--- src/rtl/sub_u_pkg.sv ---
// Shared types and sizing helpers for the bit-serial saturating subtractor.
//   state_t     : FSM encoding (IDLE, RUN, DONE)
//   cnt_width() : bit-counter width for a given operand width
package sub_u_pkg;

  typedef enum logic [1:0] {
    IDLE = 2'd0,
    RUN  = 2'd1,
    DONE = 2'd2
  } state_t;

  // Counter must index bits 0..W-1; never narrower than one bit.
  function automatic int unsigned cnt_width(input int unsigned w);
    return (w > 1) ? $clog2(w) : 1;
  endfunction

endpackage

--- src/rtl/full_sub_bit.sv ---
// Combinational 1-bit full subtractor: computes x - y - b_in.
//   x, y  : operand bits
//   b_in  : incoming borrow
//   d     : difference bit
//   b_out : outgoing borrow
module full_sub_bit (
  input  logic x,
  input  logic y,
  input  logic b_in,
  output logic d,
  output logic b_out
);

  assign d     = x ^ y ^ b_in;
  // Borrow when y exceeds x, or when they are equal and a borrow is pending.
  assign b_out = (~x & y) | (~(x ^ y) & b_in);

endmodule

--- src/rtl/sub_u_serial.sv ---
// Bit-serial unsigned subtractor, LSB first, saturating at zero.
// One bit per clock through a single borrow flop; start/busy/done handshake.
//   clk_i   : clock
//   rst_i   : synchronous active-high reset
//   start_i : begin a subtraction (accepted while busy_o = 0)
//   x_i     : minuend, sampled on the accepting edge
//   y_i     : subtrahend, sampled on the accepting edge
//   busy_o  : operation in progress
//   done_o  : one-cycle pulse when diff_o/uf_o are updated
//   diff_o  : max(x - y, 0)
//   uf_o    : 1 when x < y
module sub_u_serial
  import sub_u_pkg::*;
#(
  parameter int unsigned W = 4
) (
  input  logic         clk_i,
  input  logic         rst_i,
  input  logic         start_i,
  input  logic [W-1:0] x_i,
  input  logic [W-1:0] y_i,
  output logic         busy_o,
  output logic         done_o,
  output logic [W-1:0] diff_o,
  output logic         uf_o
);

  localparam int unsigned CW = cnt_width(W);
  localparam logic [CW-1:0] LAST_BIT = CW'(W - 1);

  state_t         state_q, state_d;
  logic [W-1:0]   x_q, x_d;
  logic [W-1:0]   y_q, y_d;
  logic [W-1:0]   res_q, res_d;
  logic           b_q, b_d;
  logic [CW-1:0]  cnt_q, cnt_d;
  logic           busy_q, busy_d;
  logic           done_q, done_d;
  logic [W-1:0]   diff_q, diff_d;
  logic           uf_q, uf_d;

  logic           d_bit;
  logic           b_next;

  // Single bit-slice shared across all W cycles.
  full_sub_bit u_bit (
    .x     (x_q[0]),
    .y     (y_q[0]),
    .b_in  (b_q),
    .d     (d_bit),
    .b_out (b_next)
  );

  // Next-state and datapath control.
  always_comb begin
    state_d = state_q;
    x_d     = x_q;
    y_d     = y_q;
    res_d   = res_q;
    b_d     = b_q;
    cnt_d   = cnt_q;
    done_d  = 1'b0;
    diff_d  = diff_q;
    uf_d    = uf_q;

    case (state_q)
      IDLE, DONE: begin
        state_d = IDLE;
        if (start_i) begin
          state_d = RUN;
          x_d     = x_i;
          y_d     = y_i;
          res_d   = '0;
          b_d     = 1'b0;
          cnt_d   = '0;
        end
      end
      RUN: begin
        x_d   = x_q >> 1;
        y_d   = y_q >> 1;
        res_d = {d_bit, res_q[W-1:1]};
        b_d   = b_next;
        cnt_d = cnt_q + CW'(1);
        if (cnt_q == LAST_BIT) begin
          state_d = DONE;
          done_d  = 1'b1;
          // A borrow out of the MSB means x < y: clamp to zero.
          if (b_next) begin
            diff_d = '0;
            uf_d   = 1'b1;
          end else begin
            diff_d = res_d;
            uf_d   = 1'b0;
          end
        end
      end
      default: state_d = IDLE;
    endcase

    busy_d = (state_d == RUN);
  end

  // State and output registers.
  always_ff @(posedge clk_i) begin
    if (rst_i) begin
      state_q <= IDLE;
      x_q     <= '0;
      y_q     <= '0;
      res_q   <= '0;
      b_q     <= 1'b0;
      cnt_q   <= '0;
      busy_q  <= 1'b0;
      done_q  <= 1'b0;
      diff_q  <= '0;
      uf_q    <= 1'b0;
    end else begin
      state_q <= state_d;
      x_q     <= x_d;
      y_q     <= y_d;
      res_q   <= res_d;
      b_q     <= b_d;
      cnt_q   <= cnt_d;
      busy_q  <= busy_d;
      done_q  <= done_d;
      diff_q  <= diff_d;
      uf_q    <= uf_d;
    end
  end

  assign busy_o = busy_q;
  assign done_o = done_q;
  assign diff_o = diff_q;
  assign uf_o   = uf_q;

endmodule

--- config.mk ---
export PLATFORM = sky130hd
export DESIGN_NAME = sub_u_serial
export DESIGN_NICKNAME = d
export VERILOG_FILES = /design/src/rtl/sub_u_pkg.sv /design/src/rtl/full_sub_bit.sv /design/src/rtl/sub_u_serial.sv
export SDC_FILE = /design/constraint.sdc
export NUM_CORES = 1
export LEC_CHECK = 0
export ABC_AREA = 1
export ABC_CLOCK_PERIOD_IN_PS = 2000
export CAP_MARGIN = 0
export CORE_AREA = 2 2 48 50
export DETAILED_ROUTE_END_ITERATION = 12
export DIE_AREA = 0 0 50 52
export GPL_TIMING_DRIVEN = 0
export PLACE_DENSITY = 0.86
export RECOVER_POWER = 25
export REMOVE_ABC_BUFFERS = 1
export SLEW_MARGIN = 15
export SYNTH_ARGS = -nofsm -noshare
export SYNTH_HDL_FRONTEND = slang
export SYNTH_SLANG_ARGS = --single-unit
--- constraint.sdc ---
create_clock -name clk_i -period 2 [get_ports clk_i]
set_clock_uncertainty 0.05 [all_clocks]
set_input_delay 0.4 -clock clk_i [delete_from_list [all_inputs] [get_ports clk_i]]
set_output_delay 0.4 -clock clk_i [all_outputs]
set_load 0.01 [all_outputs]
======== Yosys cells after proc, flatten, opt, wreduce, memory -nomap -nowiden ========
Cells that the tools add are included.
Widths: inputs -> output; s select.
storage, ports and cells
  output and inout port bits .............. 7
  logic and storage cells ................. 46
  input bits .............................. 11
  bits in registers ....................... 24
cells by class
  reductions and logical operators ........ 6
  muxes and demuxes ....................... 16
  equality and inequality tests ........... 5
  bitwise gates (word level) .............. 8
  $add $sub $neg .......................... 1
operator list
  operator             count
  $pmux 4 s2           3
  $mux 4               4
  $pmux 2 s2           2
  $eq 2x1->1 const B   2
  $eq 2x2->1 const B   2
  $mux 1               4
  $mux 2               2
  $reduce_and 2->1     2
  $reduce_or 2->1      2
  $not 1->1            3
  $add 2x1->2 const B  1
  $and 1x1->1          2
  $logic_not 2->1      1
  $ne 2x2->1 const B   1
  $pmux 1 s2           1
  $reduce_bool 2->1    1
  $xor 1x1->1          2
  $or 1x1->1           1

======== Longest topological paths before layout ========
Gate-level depths: netlist of the first run.
  word-level depth ........................ 5
  depth in mapped cells ................... 7
  depth with buffers taken out ............ 6

======== By module ========
From an unflattened synthesis of the first run, not the netlist that was laid out.
unflattened totals
  cell total of the unflattened synthesis .. 136
  area total of the unflattened synthesis .. 1,044.8 sq um
by module, submodules not included
  module        cells an instance  instances  area an instance (sq um)  sequential area each (sq um)
  sub_u_serial  132                1          1,013.5                   460.4
  full_sub_bit  4                  1          31.3                      0.0

======== Least setup slack after synthesis of the first run ========
No wires, ideal clock.
  path type ............................... register to register
  from .................................... register b_q
  to ...................................... register diff_q[2] (netlist: diff_o[2])
  setup time .............................. 0.070 ns
  required time ........................... 1.880 ns
  path slack .............................. 0.722 ns
  buffers on the path ..................... 0
  stages on the path, launching flop included .. 5
  arrival time ............................ 1.158 ns
  period minus slack after synthesis ...... 1.278 ns
  cells stage by stage .................... dfxtp_1 fa_1 nor2_1 nand3_1 a21oi_1
on the way
  longest elaborated chain between the ends .. 3
ends and longest elaborated chain
  item                    RTL line             text
  from (decl)             sub_u_serial.sv:35   logic b_q, b_d;
  from (signal assigned)  sub_u_serial.sv:110  b_q <= 1'b0;
  from (signal assigned)  sub_u_serial.sv:121  b_q <= b_d;
  $and 1x1->1             full_sub_bit.sv:16   assign b_out = (~x & y) | (~(x ^ y) & b_in);
  $or 1x1->1              full_sub_bit.sv:16
  via b_next              sub_u_serial.sv:43   logic b_next;
  $mux 4                  sub_u_serial.sv:88   if (b_next) begin
  to (signal assigned)    sub_u_serial.sv:125  diff_q <= diff_d;
  to (decl)               sub_u_serial.sv:39   logic [W-1:0] diff_q, diff_d;
The timed path passes the listed nets, and every way through them passes these cells.
A chain may end at the register's enable or synchronous reset.

==> reports/qor.csv, run 1 <==
stage,metric,value,unit
worst_setup_path,crit-path max cell delay,0.91,ns
min_path,Hold WC Path Type,reg2reg,
grt,number of global-route vias before repair,830,
grt,all-layer global routing usage,0.173,
floorplan,Die Span Y,52,um
placement,RD Place Congestion,0.757,
layout,ANT cells,0,
detailed_routing,number of remaining DRC errors,0,
synth,synthesized area,0.00111,sq mm
detailed_routing,final WL,1.93,mm
sta,Tmin final,1.85,ns
cts,Setup Buffers After CTS,0,
synth,proportion of synthesized area in mux cells,0,
worst_setup_path,critical path startpoint category,input pin,
worst_setup_path,critical path arrival,2.02,ns
power,total power,862,uW
detailed_routing,Pre-Repair DR Iteration Count,4,
synth,register area share after synthesis,0.416,
cts,clk root buf,clkbuf_4,
synth,Post-Synth XOR/XNOR Area,0,
cts,clock-pin transition on the worst setup and hold timing paths,0.12,ns
layout,Post-Layout Inst Area,0.00125,sq mm
sta,Max transition margin,0.544,
synth,"Avg Cell Area, Syn",8.26,sq um
sta,RSZ-0062 raised after global routing,false,
grt,total gr overflow,0,
floorplan,die area,0.00260,sq mm
worst_setup_path,crit path max fanout,14,
worst_setup_path,critical path's slowest cell,clkdlybuf4s50_1,
sta,max-slew violations,0,
cts,CTS Hold Bufs,0,
synth,Post-Synth Simple-Gate Area,0.339,
worst_setup_path,CP Class,in2reg,
cts,CTS tree,built,
floorplan,starting density of the core,0.526,
cts,cts bufs inserted,3,
detailed_routing,via count,874,
run_status,status,"finished, final reports clean",
synth,largest family of logic cells by synthesized area,simple AND/OR/NAND/NOR gates,
worst_setup_path,CP Capture Type,flip-flop,
power,Worst IR Drop VDD,345,uV
sta,Fin. Hold Viols,0,
placement,area post-placement,0.00125,sq mm
floorplan,Core Area,0.00211,sq mm
grt,initial antenna violation count,0,
cts,H-tree levels,1,
worst_setup_path,"most used cell, CP",nand2_1,
synth,Compound-Gate Fraction of Synth Area,0.0915,
layout,share of layout cells above drive strength 1,0.127,
worst_setup_path,Crit path max-delay family,buffers and inverters,
synth,warnings from Yosys,0,
detailed_routing,Vias/cell,4.91,
power,Pwr Density,687,mW/mm^2
sta,final period utilization,0.925,
worst_setup_path,"critical path, cell by cell","clkdlybuf4s50_1, clkinv_1, nand2_1, inv_1, nand2_1, nor2_1",
placement,input/output buffers,17,
cts,Max clock buf depth,2,
worst_setup_path,Worst Path Buf+Inv,3,
sta,fmax,540,MHz
sta,Final Setup Violations,0,
synth,post-synthesis adder-cell area fraction,0.0294,
placement,DPL Wire Length,1.35,mm
floorplan,number of top-level pins,18,
floorplan,std cell rows,17,
detailed_routing,Initial DRC Count,11,
sta,Slew @ Worst Pin,0.682,ns
grt,largest net degree at the start of global routing,24,
synth,post-synthesis register bit count,23,
layout,Layout Utilization,0.596,
detailed_routing,ANT nets after route,0,
synth,Post-Syn Instances,134,
floorplan,die width,50,um
flow_run,maxcap violations,0,
synth,Cell variety after synth,22,
cts,clk sink count,23,
power,Leak,0.000516,uW
grt,global-route wire length before repair,3.42,mm
cts,Resize count post-CTS,0,
cts,"Clk Latency, worst-skew pair",0.31,ns
layout,Synth-to-Final Area Change,13.3,%
worst_setup_path,CP Data Required Time,2.17,ns
detailed_routing,routed len/inst,10.8,um
layout,Nets,164,
[power breakdown]
part,switching (uW),internal (uW)
registers,19.0,482
clock network,142,78.1
logic,79.6,61.0
[final cells by class]
cell class | instances | area (sq um)
Inverter | 19 | 78.8
Sequential cell | 23 | 460
Multi-Input combinational cell | 87 | 484
Clock buffer | 4 | 26.3
Tap cell | 28 | 35.0
Timing Repair Buffer | 17 | 170
Fill cell | 187 | 851
[registers in the layout, summed over array words and instances, names as in the netlist]
register  count
b_q           1
diff_o        4
cnt_q         2
state_q       2
done_o        1
y_q           4
res_q         3
busy_o        1
uf_o          1
x_q           4
[kinds of logic after synthesis]
group / count (synthesis)
adder cells (fa/ha/maj): 2
flip-flops: 23
buffers and inverters: 24
AND/OR/NAND/NOR: 70
AO/OA/AOI/OAI: 15
[worst reg2reg max path, cell delays in order (launching register included)]
cell and delay (ns):
dfxtp_1 0.70, inv_6 0.05, nand2_2 0.36, nand2_1 0.14, nand2_1 0.11, a21oi_1 0.06
[worst paths after layout]
path                          from                    end  slack [ns]  cells past startpoint
max                          rst_i    x_q[0]$_SDFFE_PP0P_        0.15                      6
max reg2reg  state_q[0]$_SDFF_PP0_  state_q[0]$_SDFF_PP0_        0.41                      5
min reg2reg  cnt_q[0]$_SDFFE_PP0P_  cnt_q[0]$_SDFFE_PP0P_        0.43                      1
min          cnt_q[0]$_SDFFE_PP0P_  cnt_q[0]$_SDFFE_PP0P_        0.43                      1
[metal layers]
metal / track usage / wire (um)
met4: 0.120 / 58
met1: 0.187 / 879
met3: 0.0201 / 40
met2: 0.314 / 951
met5: 0 / 0
[cell usage after synthesis]
| cell type | instances | area [sq um] |
|---|---|---|
| buf_6 | 3 | 33.8 |
| buf_12 | 1 | 20.0 |
| nand2_8 | 1 | 20.0 |
| ha_1 | 1 | 12.5 |
| nand2_1 | 27 | 101 |
| o21ai_0 | 1 | 5.00 |
| inv_4 | 1 | 6.26 |
| inv_6 | 1 | 8.76 |
| a21oi_1 | 7 | 35.0 |
| nor2_1 | 15 | 56.3 |
| nand3_4 | 1 | 17.5 |
| a21oi_2 | 7 | 61.3 |
| nand3_1 | 16 | 80.1 |
| nand3_2 | 7 | 70.1 |
| fa_1 | 1 | 20.0 |
| nor2_4 | 1 | 11.3 |
| dfxtp_1 | 23 | 460 |
| inv_1 | 16 | 60.1 |
| clkinv_1 | 1 | 3.75 |
| buf_2 | 1 | 5.00 |
| nand3b_1 | 1 | 7.51 |
| nand2_4 | 1 | 11.3 |
[stage by stage]
stage               setup TNS [ns]  hold slack [ns]  std cells  worst slack [ns]
global placement             -1.17            0.391        174            -0.143
floorplan                        0            0.380        129             0.722
finish                           0            0.426        178             0.149
detailed placement           -1.47            0.406        174            -0.173
global route                     0            0.431        178            0.0372
CTS                              0            0.424        178             0.170
[cell usage in the layout (no fill, tap or decap)]
| cell | count |
|---|---|
| a21oi_1 | 7 |
| a21oi_2 | 7 |
| clkbuf_1 | 1 |
| clkbuf_4 | 3 |
| clkdlybuf4s50_1 | 17 |
| clkinv_1 | 1 |
| dfxtp_1 | 23 |
| fa_1 | 1 |
| ha_1 | 1 |
| inv_1 | 16 |
| inv_4 | 1 |
| inv_6 | 1 |
| nand2_1 | 27 |
| nand2_2 | 1 |
| nand2_8 | 1 |
| nand3_1 | 20 |
| nand3_2 | 3 |
| nand3_4 | 1 |
| nand3b_1 | 1 |
| nor2_1 | 15 |
| nor2_4 | 1 |
| o21ai_0 | 1 |
Power figures use the tool's default switching activity.
==> inputs of run 2 (changes only) <==
Settings changed: ABC_CLOCK_PERIOD_IN_PS 2000 to default.
==> results of run 2 <==
Final layout, timing and power as in run 1 (identical DEF).
==> inputs of run 3 (changes only) <==
Settings changed: SLEW_MARGIN 15 to 30.
==> results of run 3 <==
Final layout, timing and power as in run 1 (identical DEF).
